==> config.mk <==
export PLATFORM = sky130hd
export DESIGN_NAME = uart_tx_serializer
export DESIGN_NICKNAME = d
export VERILOG_FILES = /design/src/rtl/uart_tx_serializer.sv
export SDC_FILE = /design/constraint.sdc
export NUM_CORES = 1
export LEC_CHECK = 0
export ABC_AREA = 1
export ABC_CLOCK_PERIOD_IN_PS = 1300
export CORE_MARGIN = 5
export CORE_UTILIZATION = 45
export DETAILED_ROUTE_END_ITERATION = 16
export PLACE_DENSITY = 0.73
export RECOVER_POWER = 25
export SYNTH_ARGS = -nofsm -noshare
export SYNTH_HDL_FRONTEND = slang
export SYNTH_SLANG_ARGS = --single-unit
==> constraint.sdc <==
create_clock -name clock -period 1.3 [get_ports clock]
set_input_delay 0.26 -clock clock [delete_from_list [all_inputs] [get_ports clock]]
set_output_delay 0.26 -clock clock [all_outputs]
set_load 0.02 [all_outputs]
==> src/rtl/uart_tx_serializer.sv <==
// rtl/uart_tx_serializer.sv - UART transmit serializer driven by a one-cycle baud tick.
// Optional parity bit is compiled in when UART_TX_PARITY_EN is defined.
`timescale 1ns/1ps
module uart_tx_serializer #(
  parameter int DATA_BITS = 8,
  parameter int STOP_BITS = 1
) (
  input  logic                 clock,
  input  logic                 reset_n,
  input  logic                 clock_bps,
  input  logic [DATA_BITS-1:0] tx_data,
  input  logic                 tx_valid,
  output logic                 tx_ready,
  input  logic                 parity_odd,
  output logic                 txd,
  output logic                 tx_busy,
  output logic                 tx_done
);

`ifdef UART_TX_PARITY_EN
  typedef enum logic [2:0] {S_IDLE, S_ARM, S_START, S_DATA, S_PARITY, S_STOP} state_t;
`else
  typedef enum logic [2:0] {S_IDLE, S_ARM, S_START, S_DATA, S_STOP} state_t;
`endif

  localparam logic [2:0] LAST_BIT  = 3'(DATA_BITS - 1);
  localparam logic       LAST_STOP = 1'(STOP_BITS - 1);

  state_t               state_q, state_d;
  logic [DATA_BITS-1:0] shift_q, shift_d;
  logic [2:0]           bit_cnt_q, bit_cnt_d;
  logic                 stop_cnt_q, stop_cnt_d;
  logic                 txd_q, txd_d;

`ifdef UART_TX_PARITY_EN
  logic parity_q, parity_d;

  always_ff @(posedge clock or negedge reset_n) begin
    if (!reset_n) parity_q <= 1'b0;
    else          parity_q <= parity_d;
  end
`else
  logic unused_parity_odd;
  assign unused_parity_odd = parity_odd;
`endif

  always_ff @(posedge clock or negedge reset_n) begin
    if (!reset_n) begin
      state_q    <= S_IDLE;
      shift_q    <= '0;
      bit_cnt_q  <= '0;
      stop_cnt_q <= 1'b0;
      txd_q      <= 1'b1;
    end else begin
      state_q    <= state_d;
      shift_q    <= shift_d;
      bit_cnt_q  <= bit_cnt_d;
      stop_cnt_q <= stop_cnt_d;
      txd_q      <= txd_d;
    end
  end

  always_comb begin
    state_d    = state_q;
    shift_d    = shift_q;
    bit_cnt_d  = bit_cnt_q;
    stop_cnt_d = stop_cnt_q;
    txd_d      = txd_q;
    tx_done    = 1'b0;
`ifdef UART_TX_PARITY_EN
    parity_d   = parity_q;
`endif
    case (state_q)
      S_IDLE: begin
        if (tx_valid) begin
          shift_d = tx_data;
`ifdef UART_TX_PARITY_EN
          parity_d = (^tx_data) ^ parity_odd;
`endif
          state_d = S_ARM;
        end
      end
      // The accept cycle is spent in IDLE, so a coincident tick never reaches ARM.
      S_ARM: begin
        if (clock_bps) begin
          txd_d   = 1'b0;
          state_d = S_START;
        end
      end
      S_START: begin
        if (clock_bps) begin
          txd_d     = shift_q[0];
          shift_d   = shift_q >> 1;
          bit_cnt_d = '0;
          state_d   = S_DATA;
        end
      end
      S_DATA: begin
        if (clock_bps) begin
          bit_cnt_d = bit_cnt_q + 3'd1;
          if (bit_cnt_q == LAST_BIT) begin
`ifdef UART_TX_PARITY_EN
            txd_d   = parity_q;
            state_d = S_PARITY;
`else
            txd_d      = 1'b1;
            stop_cnt_d = 1'b0;
            state_d    = S_STOP;
`endif
          end else begin
            txd_d   = shift_q[0];
            shift_d = shift_q >> 1;
          end
        end
      end
`ifdef UART_TX_PARITY_EN
      S_PARITY: begin
        if (clock_bps) begin
          txd_d      = 1'b1;
          stop_cnt_d = 1'b0;
          state_d    = S_STOP;
        end
      end
`endif
      S_STOP: begin
        if (clock_bps) begin
          if (stop_cnt_q == LAST_STOP) begin
            tx_done = 1'b1;
            state_d = S_IDLE;
          end else begin
            stop_cnt_d = stop_cnt_q + 1'b1;
          end
        end
      end
      default: state_d = S_IDLE;
    endcase
  end

  assign txd      = txd_q;
  assign tx_ready = (state_q == S_IDLE);
  assign tx_busy  = (state_q != S_IDLE);

endmodule

==> impl_metrics.toml, run 1 <==
[floorplan]
die_h_um = 55.3
fp.dieArea_sq_mm = 0.00306
design.portCount = 17
core-area_sq_mm = 0.00196
row_count = 16
initial_core_util_pct = 47.1
die_width_um = 55.3

[critical_path]
worstPathMaxFanout = 3
cp-start-kind = "flip-flop"
worstPathRequired_ps = 1040
end_kind = "output pin"
crit_end = "tx_busy"
setup_cp_type = "flip-flop to output pin"
worst_r2r_startpoint = "bit_cnt_q[0]"
worst_r2r_endpoint = "shift_q[4]"
rr_worst_depth = 7
worstPathArrival_ps = 1100
worstSetupStartpoint = "state_q[0]"
setup.reg_to_reg.worst_slack_ps = -40

[cts]
clock-sinks = 15
cts-root-buf = "sky130_fd_sc_hd__clkbuf_4"
max-clock-path-buffers = 2
cts_htree_levels = 1
cts.clk_slew.worst_paths_ps = 80
numCtsBuffers = 3
clock_tree_from_tritoncts = "done"
insertion_delay_ps = 270

[logic_synthesis]
post_synth_inst_count = 116
mappedNetlistArea_sq_um = 923
synth_cell_type_count = 21
syn_area_per_cell_sq_um = 7.96
postSynthNetCount = 131
seq_area_frac_synth_pct = 40.8
ys_ff_latch = 15
synth.yosys.warnings = 0

[route]
drt-initial-drc-count = 3
drc = 0
wirelength_um = 2040
num_vias = 878
post_drt_wl_per_cell_um = 11.2
vias_per_cell = 4.85
drt-pass1-iter-count = 4
drt.antenna.violating_nets = 0

[sta]
timing.final.hold_violations = 0
fmax_mhz = 733
post-route-min-period_ps = 1360
clock_skew_ps = 0.683
worst_pin_slew_ps = 817
finalCritPeriodShare_pct = 105
finalWorstSetupSlack_ps = -63.6
setup_tns_ps = -414
drv_slew = 0
rsz0062_at_grt = "true"
relSlewSlack_pct = 45.5
setup_violations = 11

[power_and_ir_drop]
comb_power_share_pct = 64.5
p_clk_share_pct = 8.6
power.switching_w = 0.00132
power.share.sequential_pct = 26.9
sw_frac_of_total_pct = 45.3
power.internal_w = 0.00160
irDropWorstVdd_mv = 1.07
reported_leakage_power_nw = 0.705
power_density_mw_per_mm2 = 2200

[layout]
number_of_fill_cells = 176
multi_input_comb_area_sq_um = 569
layout_commonest_cell = "sky130_fd_sc_hd__nand2_1"
nNetsFinal = 170
area.sequential_sq_um = 377
drive_gt1_share_pct = 39.6
layout.cells.most_common_list = "sky130_fd_sc_hd__nand2_1 (43), sky130_fd_sc_hd__buf_4 (17), sky130_fd_sc_hd__dfrtp_1 (14)"
n_antenna_cell = 0
flow.area_growth_from_synthesis_pct = 43.9
final_util_pct = 67.7

[job]
max_cap_viol_count = 0

[global_routing]
pin_count_of_the_biggest_net_entering_global_routing = 16
track_usage_pct = 14.5
antenna_found_initial = 0
globalRoute.totalOverflow = 0
vias_in_the_first_global_route = 896
grt_first_pass_wirelength_um = 3700

[worst_hold_path]
whs_path_depth = 3
min-delay-path-class = "input port to flip-flop"

[placement]
port_buffers = 15
dp_slack_ps = -527
gp_congestion = 0.851
post-dp-hpwl_um = 1480

[status]
violated_checks = "negative setup slack"
run_status = "finished, violations left"
## registers in the layout, indices dropped and copies added (netlist names)
register	flops
bit_cnt_q	3
shift_q	8
state_q	3
txd	1
## cell usage after synthesis
| cell | instances | share of area, % |
|---|---|---|
| sky130_fd_sc_hd__nand2_1 | 48 | 20 |
| sky130_fd_sc_hd__dfrtp_1 | 14 | 38 |
| sky130_fd_sc_hd__nand3_1 | 12 | 6.5 |
| sky130_fd_sc_hd__inv_1 | 6 | 2.4 |
| sky130_fd_sc_hd__nand2_2 | 6 | 4.1 |
| sky130_fd_sc_hd__nor2_1 | 5 | 2.0 |
| sky130_fd_sc_hd__nand2_4 | 4 | 4.9 |
| sky130_fd_sc_hd__inv_2 | 3 | 1.2 |
| sky130_fd_sc_hd__a22o_1 | 2 | 1.9 |
| sky130_fd_sc_hd__ha_1 | 2 | 2.7 |
| sky130_fd_sc_hd__nand3_2 | 2 | 2.2 |
| sky130_fd_sc_hd__nand3_4 | 2 | 3.8 |
| sky130_fd_sc_hd__nand4_1 | 2 | 1.4 |
| sky130_fd_sc_hd__buf_2 | 1 | 0.54 |
| sky130_fd_sc_hd__dfstp_2 | 1 | 2.8 |
| sky130_fd_sc_hd__nor2_4 | 1 | 1.2 |
| sky130_fd_sc_hd__nor2_8 | 1 | 2.2 |
| sky130_fd_sc_hd__nor3_1 | 1 | 0.54 |
| sky130_fd_sc_hd__o21ai_0 | 1 | 0.54 |
| sky130_fd_sc_hd__o21bai_1 | 1 | 0.81 |
| sky130_fd_sc_hd__o31ai_1 | 1 | 0.81 |
## per-stage QoR
step | power (W) | hold WS [ps] | std cells | instance area, sq um
floorplan | 0.00193 | -35.6 | 116 | 931
global placement | 0.00239 | 459 | 169 | 1200
detailed placement | 0.00244 | 465 | 169 | 1200
CTS | 0.00283 | 289 | 179 | 1270
finish | 0.00292 | 449 | 181 | 1330
global route | 0.00321 | 458 | 181 | 1330
## metal layers
metal  wire length, um  track usage (%)
met4                12             2.08
met1               861             17.5
met2              1090             26.5
met3                69             3.03
met5                 0                0
## how the worst min path moves through the flow
stage / startpoint / endpoint / slack (ps)
detailed placement: shift_q[2] / shift_q[2] / 470
global route: clock_bps / state_q[2] / 460
finish: clock_bps / state_q[2] / 450
floorplan: reset_n / bit_cnt_q[0] / -40
global placement: txd / txd / 460
CTS: reset_n / bit_cnt_q[2] / 290
## logic make-up (layout without fill, tap and decap cells)
kind of cell,after synthesis,in the layout,share of synthesized area (%)
AO/OA/AOI/OAI,5,5,4.07
adder cells (fa/ha/maj),2,2,2.71
flip-flops,15,15,40.8
buffers and inverters,10,48,4.20
AND/OR/NAND/NOR,84,84,48.2
## power groups by stage
stage / Clock (W) / Combinational (W) / Sequential [W]
2_1_floorplan: 0 / 0.00112 / 0.000807
3_3_place_gp: 0 / 0.00162 / 0.000775
3_5_place_dp: 0 / 0.00166 / 0.000784
4_1_cts: 0.000273 / 0.00178 / 0.000781
5_1_grt: 0.000292 / 0.00211 / 0.000810
6_report: 0.000252 / 0.00188 / 0.000785
## area by class of cell
type,instances,share of cell area [%]
multi-input cells,91,42.8
flip-flops and latches,15,28.3
repair buffers,35,21.8
inverters,9,2.54
well taps,27,2.54
clock buffers,4,1.98
## worst max-delay path, stage by stage (launching register included)
cell,delay [ps]
sky130_fd_sc_hd__dfrtp_1,410
sky130_fd_sc_hd__inv_2,90
sky130_fd_sc_hd__nand2_4,60
sky130_fd_sc_hd__nor2_2,90
sky130_fd_sc_hd__inv_1,40
sky130_fd_sc_hd__buf_2,150
## timing repair
action,in CTS,in global routing
pin swaps,6,6
resized for setup,26,13
endpoints found under the setup margin,13,15
hold buffers,0,0
setup buffers,6,2
Note: power is estimated with default switching activity, not from simulation.
==> run 2, diff against run 1 <==
--- a/config.mk
+++ b/config.mk
@@ -7,6 +7,7 @@
 export LEC_CHECK = 0
 export ABC_AREA = 1
 export ABC_CLOCK_PERIOD_IN_PS = 1300
+export CORE_ASPECT_RATIO = 1.2
 export CORE_MARGIN = 5
 export CORE_UTILIZATION = 45
 export DETAILED_ROUTE_END_ITERATION = 16
==> impl_metrics.toml, run 2 (synthesis results as in run 1) <==
[cts]
numCtsBuffers = 3
insertion_delay_ps = 300
cts-root-buf = "sky130_fd_sc_hd__clkbuf_4"
cts.clk_slew.worst_paths_ps = 90
cts.hold.buffers_added = 0
cts_htree_levels = 1
clock_tree_from_tritoncts = "done"
max-clock-path-buffers = 2
clock-sinks = 15

[global_routing]
vias_in_the_first_global_route = 951
globalRoute.totalOverflow = 0
pin_count_of_the_biggest_net_entering_global_routing = 16
grt_first_pass_wirelength_um = 4000
track_usage_pct = 17.5
antenna_found_initial = 0

[critical_path]
setup_cp_type = "flip-flop to output pin"
cp-start-kind = "flip-flop"
worstPathRequired_ps = 1040
worstPathArrival_ps = 1160
end_kind = "output pin"
worstPathMaxFanout = 3

[sta]
timing.final.hold_violations = 0
fmax_mhz = 706
rsz0062_at_grt = "true"
worst_pin_slew_ps = 831
setup_violations = 13
relSlewSlack_pct = 44.6
drv_slew = 0
post-route-min-period_ps = 1420
clock_skew_ps = 4.13
finalCritPeriodShare_pct = 109
finalWorstSetupSlack_ps = -116
hold_ws_ps = 442

[power_and_ir_drop]
irDropWorstVdd_mv = 1.30
power_w = 0.00313
power_density_mw_per_mm2 = 2240
reported_leakage_power_nw = 0.717

[route]
wirelength_um = 2440
drt-initial-drc-count = 26
drt.antenna.violating_nets = 0
num_vias = 922
drc = 0
vias_per_cell = 5.27
drt-pass1-iter-count = 4
post_drt_wl_per_cell_um = 13.9

[job]
max_cap_viol_count = 0

[layout]
max_flop_register = "shift_q"
drive_gt1_share_pct = 41.9
largest_register_ff_count = 8
flow.area_growth_from_synthesis_pct = 51.4
nNetsFinal = 171
largestRegisters = "shift_q (8), bit_cnt_q (3), state_q (3)"
layout.cells.most_common_list = "sky130_fd_sc_hd__nand2_1 (42), sky130_fd_sc_hd__buf_4 (15), sky130_fd_sc_hd__dfrtp_1 (14)"
layout_commonest_cell = "sky130_fd_sc_hd__nand2_1"
n_antenna_cell = 0

[floorplan]
die_width_um = 51.4
initial_core_util_pct = 46.1
fp.dieArea_sq_mm = 0.00306
core-area_sq_mm = 0.00200
row_count = 18
design.portCount = 17
die_h_um = 59.6

[placement]
port_buffers = 15
post-dp-hpwl_um = 1570
gp_congestion = 0.789

[worst_hold_path]
min-delay-path-class = "input port to flip-flop"

[status]
violated_checks = "negative setup slack"
run_status = "finished, violations left"
run 2: changes by cell type in the layout (fill, tap and decap cells not counted), moves of 2 or more:
cell / before / now
sky130_fd_sc_hd__buf_2: 3 / 1
sky130_fd_sc_hd__buf_4: 17 / 15
sky130_fd_sc_hd__buf_6: 3 / 7
sky130_fd_sc_hd__nor2_4: 2 / 4
run 2: routing by layer:
layer	GRT usage [%]	wire [um]
met3	2.02	124
met4	12.0	108
met2	31.9	1330
met1	18.8	873
met5	0	0
run 2: final cells by class:
cell class	instances	area, sq um
Fill cell	177	607
Inverter	9	38.8
Timing Repair Buffer	35	309
Tap cell	20	25.0
Multi-Input combinational cell	92	622
Clock buffer	4	26.3
Sequential cell	15	377
run 2: per-stage QoR:
stage	worst slack [ps]	util [%]	instance area, sq um	std cells	setup TNS [ps]
2_1_floorplan	-78.3	-	931	116	-78.3
3_3_place_gp	-498	59.4	1190	162	-3620
3_5_place_dp	-570	59.4	1190	162	-4020
4_1_cts	-93.0	64.8	1300	171	-871
5_1_grt	-175	69.7	1400	175	-1970
6_report	-116	69.7	1400	175	-970
run 2: what timing repair did:
action	4_1_cts	5_1_grt
gates cloned	0	1
setup endpoints to repair	16	17
setup buffers	5	3
gates resized for setup	38	18
pin swaps	8	14
run 2: where the power goes:
part / leakage [nW] / switching (W) / internal [W] / total [W]
Sequential: 0.189 / 0.000111 / 0.000678 / 0.000788
Combinational: 0.514 / 0.00118 / 0.000885 / 0.00207
Clock: 0.0150 / 0.000156 / 0.000120 / 0.000276
Total: 0.717 / 0.00145 / 0.00168 / 0.00313
run 2: path summary, 6_finish.rpt:
path                                  from          to  slack [ps]  cells past startpoint
worst max-delay path            state_q[2]     tx_busy        -120                      4
worst min-delay path             clock_bps  state_q[2]         440                      3
worst max register to register  state_q[2]  shift_q[1]        -100                      8
worst min register to register         txd         txd         480                      2
max in group asynchronous          reset_n  shift_q[2]         290                      2
min in group asynchronous          reset_n  state_q[2]         500                      2
run 2: critical path: stages, from the launching register on:
cell and delay, ps:
sky130_fd_sc_hd__dfrtp_1 420, sky130_fd_sc_hd__buf_4 160, sky130_fd_sc_hd__nor2_4 110, sky130_fd_sc_hd__inv_2 40
sky130_fd_sc_hd__buf_6 120
==> run 3, diff against run 2 <==
--- a/config.mk
+++ b/config.mk
@@ -11,6 +11,7 @@
 export CORE_MARGIN = 5
 export CORE_UTILIZATION = 45
 export DETAILED_ROUTE_END_ITERATION = 16
+export GPL_TIMING_DRIVEN = 1
 export PLACE_DENSITY = 0.73
 export RECOVER_POWER = 25
 export SYNTH_ARGS = -nofsm -noshare
==> results of run 3 <==
No change in the layout: final DEF, timing and power equal those of run 2.
